===== config.mk =====
export PLATFORM = sky130hd
export DESIGN_NAME = gpio_slave_arbiter
export DESIGN_NICKNAME = d
export VERILOG_FILES = /design/src/rtl/gpio_slave_arbiter.sv
export SDC_FILE = /design/constraint.sdc
export NUM_CORES = 1
export LEC_CHECK = 0
export CAP_MARGIN = 30
export CORE_MARGIN = 8
export CORE_UTILIZATION = 37
export CTS_CLUSTER_SIZE = 8
export DETAILED_ROUTE_END_ITERATION = 8
export PLACE_DENSITY_LB_ADDON = 0.3
export SLEW_MARGIN = 20
export SYNTH_ARGS = -nofsm -noshare
export SYNTH_HDL_FRONTEND = slang
export SYNTH_SLANG_ARGS = --single-unit

===== constraint.sdc =====
create_clock -name clk -period 1.5 [get_ports clk]
set_input_delay 0.15 -clock clk [delete_from_list [all_inputs] [get_ports clk]]
set_output_delay 0.15 -clock clk [all_outputs]
set_load 0.02 [all_outputs]

===== src/rtl/gpio_slave_arbiter.sv =====
// gpio_slave_arbiter
// Round-robin arbiter that shares the single Avalon-MM slave port of the
// 4-bit GPIO peripheral between NUM_REQ masters. Each accepted transfer
// produces exactly one chipselect cycle. Read data from the GPIO (registered,
// one cycle behind its address) is returned to the issuing master with a
// one-cycle readdatavalid pulse.
// Optional build macro GPIO_ARB_LOCK_EN adds a req_lock input that lets one
// master hold the grant across several transfers (atomic read-modify-write).
module gpio_slave_arbiter #(
    parameter int NUM_REQ = 2,
    parameter int ADDR_W  = 3,
    parameter int DATA_W  = 32
) (
    input  logic                        clk,
    input  logic                        reset,
    input  logic [NUM_REQ-1:0]          req_chipselect,
    input  logic [NUM_REQ-1:0]          req_write_n,
    input  logic [NUM_REQ*ADDR_W-1:0]   req_address,
    input  logic [NUM_REQ*DATA_W-1:0]   req_writedata,
    output logic [NUM_REQ-1:0]          req_waitrequest,
    output logic [NUM_REQ-1:0]          req_readdatavalid,
    output logic [DATA_W-1:0]           req_readdata,
    output logic                        gpio_chipselect,
    output logic                        gpio_write_n,
    output logic [ADDR_W-1:0]           gpio_address,
    output logic [DATA_W-1:0]           gpio_writedata,
    input  logic [DATA_W-1:0]           gpio_readdata
`ifdef GPIO_ARB_LOCK_EN
    ,
    input  logic [NUM_REQ-1:0]          req_lock
`endif
);

    localparam int IDX_W = (NUM_REQ > 1) ? $clog2(NUM_REQ) : 1;
    localparam logic [IDX_W:0] NUM_REQ_W = (IDX_W+1)'(NUM_REQ);

    localparam logic [1:0] ST_IDLE  = 2'd0;
    localparam logic [1:0] ST_ISSUE = 2'd1;
    localparam logic [1:0] ST_RESP  = 2'd2;

    logic [1:0]         state_reg, state_next;
    logic [IDX_W-1:0]   rr_ptr_reg, rr_ptr_next;
    logic [IDX_W-1:0]   grant_reg;
    logic [NUM_REQ-1:0] grant_onehot;
    logic               gpio_write_n_reg;
    logic [ADDR_W-1:0]  gpio_address_reg;
    logic [DATA_W-1:0]  gpio_writedata_reg;
    logic [NUM_REQ-1:0] readdatavalid_reg;
    logic [DATA_W-1:0]  readdata_reg;

    logic [NUM_REQ-1:0] eligible;
    logic [IDX_W-1:0]   winner;
    logic               winner_valid;
    logic               accept;
    logic [IDX_W:0]     idx_sum;
    logic [IDX_W:0]     winner_inc;

`ifdef GPIO_ARB_LOCK_EN
    logic               lock_active_reg;
    logic [IDX_W-1:0]   lock_owner_reg;
    logic [NUM_REQ-1:0] owner_mask;

    // While locked, only the lock owner may compete for the grant
    always_comb eligible = lock_active_reg ? (req_chipselect & owner_mask) : req_chipselect;
`else
    // Pure round-robin: every requester competes
    always_comb eligible = req_chipselect;
`endif

    // Pick the first eligible requester scanning upward from rr_ptr, wrapping
    always_comb begin
        winner       = rr_ptr_reg;
        winner_valid = 1'b0;
        idx_sum      = '0;
        // Scan from the far end so the lowest offset from rr_ptr wins last
        for (int k = NUM_REQ - 1; k >= 0; k--) begin
            idx_sum = {1'b0, rr_ptr_reg} + (IDX_W+1)'(k);
            if (idx_sum >= NUM_REQ_W) begin
                idx_sum = idx_sum - NUM_REQ_W;
            end
            if (eligible[idx_sum[IDX_W-1:0]]) begin
                winner       = idx_sum[IDX_W-1:0];
                winner_valid = 1'b1;
            end
        end
    end

    // Acceptance happens only in IDLE and never while reset is asserted
    assign accept = (state_reg == ST_IDLE) && winner_valid && !reset;

    // Priority moves to the master after the winner; during a lock the winner
    // is always the owner, so this value stays put until the lock is released
    always_comb begin
        winner_inc  = {1'b0, winner} + (IDX_W+1)'(1);
        rr_ptr_next = rr_ptr_reg;
        if (accept) begin
            rr_ptr_next = (winner_inc == NUM_REQ_W) ? '0 : winner_inc[IDX_W-1:0];
        end
    end

    // Per-master decode of the grant and the acceptance strobe
    generate
        for (genvar gi = 0; gi < NUM_REQ; gi++) begin : g_req
            assign req_waitrequest[gi] = !(accept && (winner == IDX_W'(gi)));
            assign grant_onehot[gi]    = (grant_reg == IDX_W'(gi));
`ifdef GPIO_ARB_LOCK_EN
            assign owner_mask[gi]      = (lock_owner_reg == IDX_W'(gi));
`endif
        end
    endgenerate

    // IDLE -> ISSUE on acceptance; ISSUE -> RESP for reads, IDLE for writes
    always_comb begin
        state_next = state_reg;
        case (state_reg)
            ST_IDLE:  if (accept) state_next = ST_ISSUE;
            ST_ISSUE: state_next = gpio_write_n_reg ? ST_RESP : ST_IDLE;
            ST_RESP:  state_next = ST_IDLE;
            default:  state_next = ST_IDLE;
        endcase
    end

    // State, priority pointer, latched command fields and read return path
    always_ff @(posedge clk) begin
        if (reset) begin
            state_reg          <= ST_IDLE;
            rr_ptr_reg         <= '0;
            grant_reg          <= '0;
            gpio_write_n_reg   <= 1'b1;
            gpio_address_reg   <= '0;
            gpio_writedata_reg <= '0;
            readdatavalid_reg  <= '0;
            readdata_reg       <= '0;
        end else begin
            state_reg         <= state_next;
            rr_ptr_reg        <= rr_ptr_next;
            readdatavalid_reg <= '0;
            if (accept) begin
                grant_reg          <= winner;
                gpio_write_n_reg   <= req_write_n[winner];
                gpio_address_reg   <= req_address[winner*ADDR_W +: ADDR_W];
                gpio_writedata_reg <= req_writedata[winner*DATA_W +: DATA_W];
            end
            if (state_reg == ST_RESP) begin
                readdata_reg      <= gpio_readdata;
                readdatavalid_reg <= grant_onehot;
            end
        end
    end

`ifdef GPIO_ARB_LOCK_EN
    // Lock starts when the winner asks for it and ends on the owner's next
    // accepted transfer without req_lock
    always_ff @(posedge clk) begin
        if (reset) begin
            lock_active_reg <= 1'b0;
            lock_owner_reg  <= '0;
        end else if (accept) begin
            if (lock_active_reg) begin
                if (!req_lock[winner]) begin
                    lock_active_reg <= 1'b0;
                end
            end else if (req_lock[winner]) begin
                lock_active_reg <= 1'b1;
                lock_owner_reg  <= winner;
            end
        end
    end
`endif

    // Chipselect is a pure decode of ISSUE, so it can never span two cycles
    assign gpio_chipselect   = (state_reg == ST_ISSUE);
    assign gpio_write_n      = gpio_write_n_reg;
    assign gpio_address      = gpio_address_reg;
    assign gpio_writedata    = gpio_writedata_reg;
    assign req_readdatavalid = readdatavalid_reg;
    assign req_readdata      = readdata_reg;

endmodule


==> results of run 1 <==
[routing by layer]
| metal | global-route usage [%] | part of all wire (%) | wire [µm] | vias to the layer above |
|---|---|---|---|---|
| li1 | - | - | - | 1593 |
| met1 | 19.59 | 40 | 4158 | 1486 |
| met2 | 29.80 | 48 | 4998 | 143 |
| met3 | 8.465 | 11 | 1103 | 17 |
| met4 | 7.035 | 1.9 | 198 | 0 |
| met5 | 0 | 0 | 0 | - |
[final cells by class]
class	instances	share of cell area, %
sequential	74	27.53
clock inverter	6	2.134
timing repair buffer	204	39.92
multi-input combinational	258	25.68
tap	102	2.366
clock buffer	10	2.366
[logic make-up (layout without fill, tap and decap cells)]
family | count (synthesis) | after routing | share of synthesized area (%)
compound gates | 72 | 72 | 20.96
buf+inv | 32 | 220 | 4.612
flops | 74 | 74 | 49.64
simple gates | 186 | 186 | 24.78
[tightest hold or removal path, delay by kind of cell]
kind | cells | cell delay (ns)
buf+inv | 3 | 0.40
simple gates | 1 | 0.06
[power breakdown]
| group | switching [mW] | internal [mW] |
|---|---|---|
| Combinational | 0.665 | 0.745 |
| Sequential | 0.0760 | 2.10 |
| Clock | 0.729 | 1.11 |
| Total | 1.47 | 3.96 |
[final timing paths]
path	end	slack [ns]
hold / removal	state_reg[0]$_SDFFE_PP0P_	0.33
setup reg to reg	gpio_address[0]$_SDFFE_PP0P_	0
setup / recovery	req_waitrequest[0]	-0.07
hold reg to reg	req_readdata[23]$_SDFFE_PP0N_	0.45
[stage by stage]
stage / instances / area [µm²] / setup TNS, ns
finish: 654 / 5394 / -0.1383
global route: 654 / 5394 / -0.4794
CTS: 650 / 5270 / 0
detailed placement: 631 / 4980 / -12.87
global placement: 631 / 4980 / -9.869
floorplan: 364 / 2984 / 0
[repair_timing]
item                                    4_1_cts  5_1_grt
endpoints found under the setup margin       31       50
gates cloned                                  1        1
gates resized for setup                      13       31
pin swaps                                     1        3
setup buffers                                 2        3
[cell usage after synthesis]
master	n	area share, %
a211oi_1	2	0.50
nor2b_1	3	0.63
buf_2	11	1.8
a31oi_1	1	0.21
a21o_1	1	0.25
and3b_1	1	0.29
a311oi_1	15	4.4
buf_1	1	0.13
nand2b_1	2	0.42
nor4_4	1	0.71
dfxtp_1	74	50
clkbuf_1	19	2.4
nor3_1	2	0.34
a311oi_2	20	10
nor2_1	38	4.8
nand2_1	138	17
a21oi_1	33	5.5
buf_4	1	0.25
nor3b_1	1	0.25
[cells in the final DEF (no fill, tap or decap), drive strengths merged]
cell type and count:
clkinv 2, clkdlybuf4s50 156, nor2 38, dlygate4sd2 1
bufinv 3, nor2b 3, a21o 1, nand2 138
a211oi 2, nor4 1, dlymetal6s2s 19, a21oi 33
clkbuf 12, buf 26, clkinvlp 1, and3b 1
dfxtp 74, nor3 2, nand2b 2, a311oi 35
a31oi 1, nor3b 1
==> flow_summary.ini, run 1 <==
[min_path]
hp-start = reset
hold_path_class = primary input to flop
whs_path_depth = 4

[power_and_ir_drop]
p_leak_nw = 2.250
ir_drop_mv = 0.5152
total_power_mw = 5.430
powerDensity_nw_per_um2 = 1007

[worst_setup_path]
critPathKind = primary input to output port
crit_top_cell = buf_4
worstSetupStartpointType = primary input
ff2ff_path_depth = 5
reg2reg_from = state_reg[0]$_SDFFE_PP0P_
crit_path_start = req_chipselect[1]
max_stage_delay_ns = 0.50
cp_slowest_cell = clkdlybuf4s50_1
cp_max_fo = 3
cp.required_ns = 1.35
crit_cells = 7
worstSetupEndpointType = output port
worstPathCellList = clkdlybuf4s50_1 > buf_4 > nor2_1 > nor4_4 > buf_4 > nand2_2 > buf_6
arrival_ns = 1.42
crit_buf_inv = 4
critPathTopFamily = buffers and inverters

[logic_synthesis]
netlist_instances = 364
yosysSeqAreaShare_pct = 49.64
avgSynthCellArea_um2 = 8.198
ys_ff_latch = 74
yosys_warnings = 0
netlist_area_um2 = 2984
synthDistinctLibCells = 19
syn_nets = 472

[clocking]
clock_latency_ns = 0.33
root_buffer = clkbuf_8
clock-sinks = 74
ctsHoldBuffers = 0
cts_buffers = 9
ctsHtreeMaxLevel = 3
clkTransAtPathRegs_ns = 0.08
cts_tree = built
cts_buffer_depth = 2

[finish]
final_util_pct = 69.44
diodes = 0
nets = 655
multi_input_area_um2 = 1385
n_fill_cell = 624
drive_above_1_share_pct = 12.86
area_delta_synth_final_pct = 80.75
ff_latch_area_um2 = 1485

[timing]
min_period_ns = 1.568
hold_ws_ns = 0.3280
clock.fmax_ghz = 0.6378
setup_violations = 3
hold_violations = 0
worst_pin_slew_ns = 0.8879
slew_headroom_pct = 40.81
final.setup_skew_ns = 0.008089
maxSlewViolCount = 0
rsz0062_at_grt = yes
setup_slack_ns = -0.06781
post-route-period-util_pct = 104.5

[placement]
portBuffers = 180
place.gp.congestion = 0.7725
pre_cts_slack_ns = -0.4145
dp_hpwl_um = 7625

[routing]
routed_via_density = 4.953
ant_nets = 0
via_count = 3239
drt_iter0_drc = 74
avgRoutedWirePerCell_um = 15.99
drc = 0
firstDrtPassIters = 4
drt-total-wl_um = 10460

[global_route]
grt_first_pass_wirelength_um = 16640
antenna_found_initial = 0
overflow = 0
grt_usage_pct = 18.02
grt_pass1_vias = 3369
grt_start_max_net_pins = 74

[flow_run]
maxCapViolCount = 0

[floorplan]
die_y_um = 105.8
rows = 32
core_area_um2 = 7767
ios = 181
dieArea_um2 = 11190
chipWidth_um = 105.8
start_util_pct = 38.42

[status]
status = complete, but fails checks
violations = negative setup slack
(Power assumes the default switching activity.)
==> run 2: changes to the inputs <==
- CORE_ASPECT_RATIO: default -> 0.5
- REMOVE_ABC_BUFFERS: default -> 1
==> run 2 against run 1 <==
The run now ends clean. First-iteration DRC count rose by 99%. Fmax increased by 7.4%. Utilization is 1.7 points lower. Wire length is 3.7% lower. Non-clock buffer count fell by 5. Critical path type is now flop to flop. Largest cell class unchanged. Largest power group is now the clock network.
==> flow_summary.ini, run 2 (synthesized netlist as in run 1, its figures left out) <==
[status]
status = complete, no violations

[floorplan]
start_util_pct = 37.71
chipWidth_um = 143.0
rows = 23
core_area_um2 = 7914
die_y_um = 79.51
dieArea_um2 = 11370
ios = 181

[clocking]
cts_tree = built
cts_buffer_depth = 2
ctsHtreeMaxLevel = 3
root_buffer = clkbuf_16
clock-sinks = 74
clock_latency_ns = 0.32
cts_buffers = 9
clkTransAtPathRegs_ns = 0.06

[timing]
setup_violations = 0
rsz0062_at_grt = yes
clock.fmax_ghz = 0.6850
maxSlewViolCount = 0
final.setup_skew_ns = 0.004273
hold_violations = 0
worst_pin_slew_ns = 0.9238
slew_headroom_pct = 38.41
post-route-period-util_pct = 97.33
min_period_ns = 1.460

[routing]
avgRoutedWirePerCell_um = 15.29
highest_layer = met4
firstDrtPassIters = 5
drt_iter0_drc = 147
drc = 0
via_count = 3110
drt-total-wl_um = 10080
drt-met1-wl_um = 4031
wl_met2_um = 5310
wl_met3_um = 600
routed_via_density = 4.719
ant_nets = 0

[finish]
area_delta_synth_final_pct = 79.62
final_util_pct = 67.73
fin_area_um2 = 5360
nets = 650
final_common_cell = clkdlybuf4s50_1
drive_above_1_share_pct = 11.88
n_fill_cell = 661
mostFrequentLayoutCells = clkdlybuf4s50_1 (173), nand2_1 (137), dfxtp_1 (72)
diodes = 0

[placement]
dp_hpwl_um = 7345
portBuffers = 180
dpl_cell_area_um2 = 4955
place.gp.congestion = 0.7888

[global_route]
grt_pass1_vias = 3040
overflow = 0
grt_usage_pct = 17.67
antenna_found_initial = 0
grt_first_pass_wirelength_um = 15930
grt_start_max_net_pins = 74

[worst_setup_path]
cp_max_fo = 14
arrival_ns = 1.62
worstSetupStartpointType = flop
r2r_slack_ns = 0.04
critPathKind = flop to flop
worstSetupEndpointType = flop
cp.required_ns = 1.66

[power_and_ir_drop]
power.internal_mw = 4.488
powerDensity_nw_per_um2 = 1115
seq_power_share_pct = 36.5
ir_drop_mv = 0.6222
clock_power_share_pct = 41.1
p_leak_nw = 1.973
p_switching_mw = 1.489
swShare_pct = 24.92
p_comb_share_pct = 22.5

[flow_run]
maxCapViolCount = 0

[min_path]
hold_path_class = primary input to flop
run 2: layout make-up:
class / instances / area, µm² / share of cell area [%]
timing repair buffer: 199 / 2009 / 37.49
clock inverter: 4 / 98.84 / 1.844
multi-input combinational: 258 / 1381 / 25.77
tap: 112 / 140.1 / 2.614
sequential: 74 / 1484 / 27.68
clock buffer: 12 / 246.5 / 4.598
run 2: through the flow:
step | hold slack [ns] | worst slack, ns | power (mW) | instances | setup TNS [ns]
2_1_floorplan | 0.2179 | -1.856 | 2.788 | 332 | -76.30
3_3_place_gp | 0.4411 | -0.3287 | 3.522 | 641 | -8.257
3_5_place_dp | 0.4457 | -0.3300 | 3.542 | 641 | -8.988
4_1_cts | 0.3566 | 0.01041 | 6.051 | 659 | 0
5_1_grt | 0.3611 | -0.02425 | 6.259 | 659 | -0.1733
6_report | 0.3685 | 0.04008 | 5.977 | 659 | 0
run 2: per-layer routing:
metal  track usage, %  vias up
li1                 -     1580
met1            19.00     1439
met2            32.79       76
met3            5.549       15
met4            5.468        0
met5                0        -
run 2: worst paths after layout:
check | cells after the start | start | to
worst min register to register | 2 | req_readdata[0]$_SDFFE_PP0N_ | req_readdata[0]$_SDFFE_PP0N_
worst min-delay path | 3 | gpio_readdata[29] | req_readdata[29]$_SDFFE_PP0N_
worst max register to register | 5 | state_reg[1]$_SDFFE_PP0P_ | gpio_address[1]$_SDFFE_PP0P_
worst max-delay path | 5 | state_reg[1]$_SDFFE_PP0P_ | gpio_address[1]$_SDFFE_PP0P_
run 2: power by group through the flow:
stage          sequential (mW)  combinational (mW)  clock [mW]
2_1_floorplan             2.38               0.412           0
3_3_place_gp              2.21                1.31           0
3_5_place_dp              2.22                1.32           0
4_1_cts                   2.18                1.36        2.52
5_1_grt                   2.19                1.45        2.62
6_report                  2.18                1.34        2.45
run 2: what timing repair did:
| action | 4_1_cts | 5_1_grt |
|---|---|---|
| gates resized for setup | 19 | 5 |
| setup buffers | 1 | 0 |
| pin swaps | 1 | 6 |
| setup endpoints to repair | 18 | 16 |
| gates cloned | 1 | 0 |
| hold endpoints to repair | 0 | 0 |
| hold buffers | 0 | 0 |
run 2: worst max-delay path, stage by stage (launching register included):
cell and delay (ns):
dfxtp_2 0.33, nor4_4 0.26, buf_4 0.19, buf_6 0.14, bufbuf_16 0.29, a311oi_1 0.09
==> run 3: changes to the inputs <==
- clock period: 1.5 -> 1.6 ns (I/O delays scaled with it)
==> run 3 against run 2 <==
Cell count fell by 0.46%. Register-to-register slack better by 0.13 ns. First-iteration DRC count up 2.0%. Largest cell class unchanged. Critical path depth fell by 1. Die area unchanged. Global-route usage down 0.13 points. Clock power shrank 19%. Highest routed layer unchanged.
==> flow_summary.ini, run 3 (synthesized netlist as in run 1, its figures left out) <==
[placement]
place.gp.congestion = 0.7822
dpl_cell_area_um2 = 4910
portBuffers = 180
pre_cts_slack_ns = -0.2572
dp_hpwl_um = 7369

[timing]
maxSlewViolCount = 0
min_period_ns = 1.488
final.setup_skew_ns = 0.005453
post-route-period-util_pct = 92.99
hold_ws_ns = 0.3214
rsz0062_at_grt = no
setup_slack_ns = 0.1121
setup_violations = 0
worst_pin_slew_ns = 0.9111
tns_ns = 0
hold_violations = 0
clock.fmax_ghz = 0.6721
slew_headroom_pct = 39.26

[clocking]
cts_buffer_depth = 2
ctsHoldBuffers = 0
post_cts_buffers = 0
cts_buffers = 9
cts_tree = built
clock-sinks = 74
root_buffer = clkbuf_16
ctsHtreeMaxLevel = 3
clock_latency_ns = 0.33
clkTransAtPathRegs_ns = 0.06

[routing]
ant_nets = 0
avgRoutedWirePerCell_um = 15.35
via_count = 3091
firstDrtPassIters = 4
drt-total-wl_um = 10070
routed_via_density = 4.712
drt_iter0_drc = 150
drc = 0

[global_route]
grt_pass1_vias = 3066
grt_usage_pct = 17.54
grt_use_met3_pct = 5.728
grt_start_max_net_pins = 74
grt_first_pass_wirelength_um = 15880
grt_use_met1_pct = 18.85
grt_busiest_layer = met2
antenna_found_initial = 0
met2_usage_pct = 32.55
overflow = 0

[power_and_ir_drop]
powerDensity_nw_per_um2 = 1006
total_power_mw = 5.233
p_leak_nw = 1.882
ir_drop_mv = 0.6972

[floorplan]
ios = 181
start_util_pct = 37.71
die_y_um = 79.51
rows = 23
dieArea_um2 = 11370
core_area_um2 = 7914
chipWidth_um = 143.0

[finish]
drive_above_1_share_pct = 10.66
final_common_cell = clkdlybuf4s50_1
multi_input_area_um2 = 1371
fin_area_um2 = 5201
n_fill_cell = 663
area_delta_synth_final_pct = 74.30
diodes = 0
mostFrequentLayoutCells = clkdlybuf4s50_1 (176), nand2_1 (138), dfxtp_1 (73)
nets = 647
ff_latch_area_um2 = 1483

[worst_setup_path]
arrival_ns = 1.33
worstSetupStartpointType = flop
worstSetupEndpointType = output port
critPathKind = flop to output port
cp_max_fo = 5
cp.required_ns = 1.44

[status]
status = complete, no violations

[min_path]
hold_path_class = primary input to flop

[flow_run]
maxCapViolCount = 0
## run 3: cell count changes in the layout (fill, tap and decap cells not counted), moves of 2 or more
cell and delta:
buf_2 +2, dlygate4sd2_1 -2, buf_6 -3, clkdlybuf4s50_1 +3, bufinv_16 -2, buf_12 -3
## run 3: final timing paths
check	from	to	slack (ns)	depth (start not counted)
min reg2reg	req_readdata[15]$_SDFFE_PP0N_	req_readdata[15]$_SDFFE_PP0N_	0.45	2
max reg2reg	state_reg[0]$_SDFFE_PP0P_	gpio_writedata[29]$_SDFFE_PP0P_	0.17	5
max	state_reg[0]$_SDFFE_PP0P_	req_waitrequest[0]	0.11	4
min	reset	state_reg[0]$_SDFFE_PP0P_	0.32	3
## run 3: cell type report
class / instances / area share [%]
clock buffers: 12 / 4.739
clock inverters: 4 / 0.9863
multi-input cells: 258 / 26.37
flip-flops and latches: 74 / 28.51
well taps: 112 / 2.694
repair buffers: 196 / 36.71
## run 3: through the flow
step	util, %	cells
2_1_floorplan	-	332
3_3_place_gp	62.04	640
3_5_place_dp	62.04	640
4_1_cts	65.71	656
5_1_grt	65.72	656
6_report	65.72	656
## run 3: layer usage
metal | vias up | wire [µm]
met5 | - | 0
met4 | 0 | 123
met3 | 9 | 608
met2 | 72 | 5465
met1 | 1440 | 3874
li1 | 1570 | -
## run 3: repair_timing
action                                  4_1_cts  5_1_grt
pin swaps                                     0        1
endpoints found under the hold margin         0        0
endpoints found under the setup margin        7       12
gates resized for setup                      10        4
## run 3: where the power goes
| group | leakage [nW] | total (mW) | switching (mW) | internal [mW] |
|---|---|---|---|---|
| Combinational | 1.13 | 1.21 | 0.589 | 0.620 |
| Clock | 0.143 | 1.98 | 0.732 | 1.25 |
| Sequential | 0.606 | 2.04 | 0.0666 | 1.98 |
## run 3: worst max-delay path, cell delays in order (launching register included)
cell	delay (ns)
dfxtp_2	0.33
nor4_4	0.26
buf_4	0.19
nand2_1	0.05
buf_2	0.16
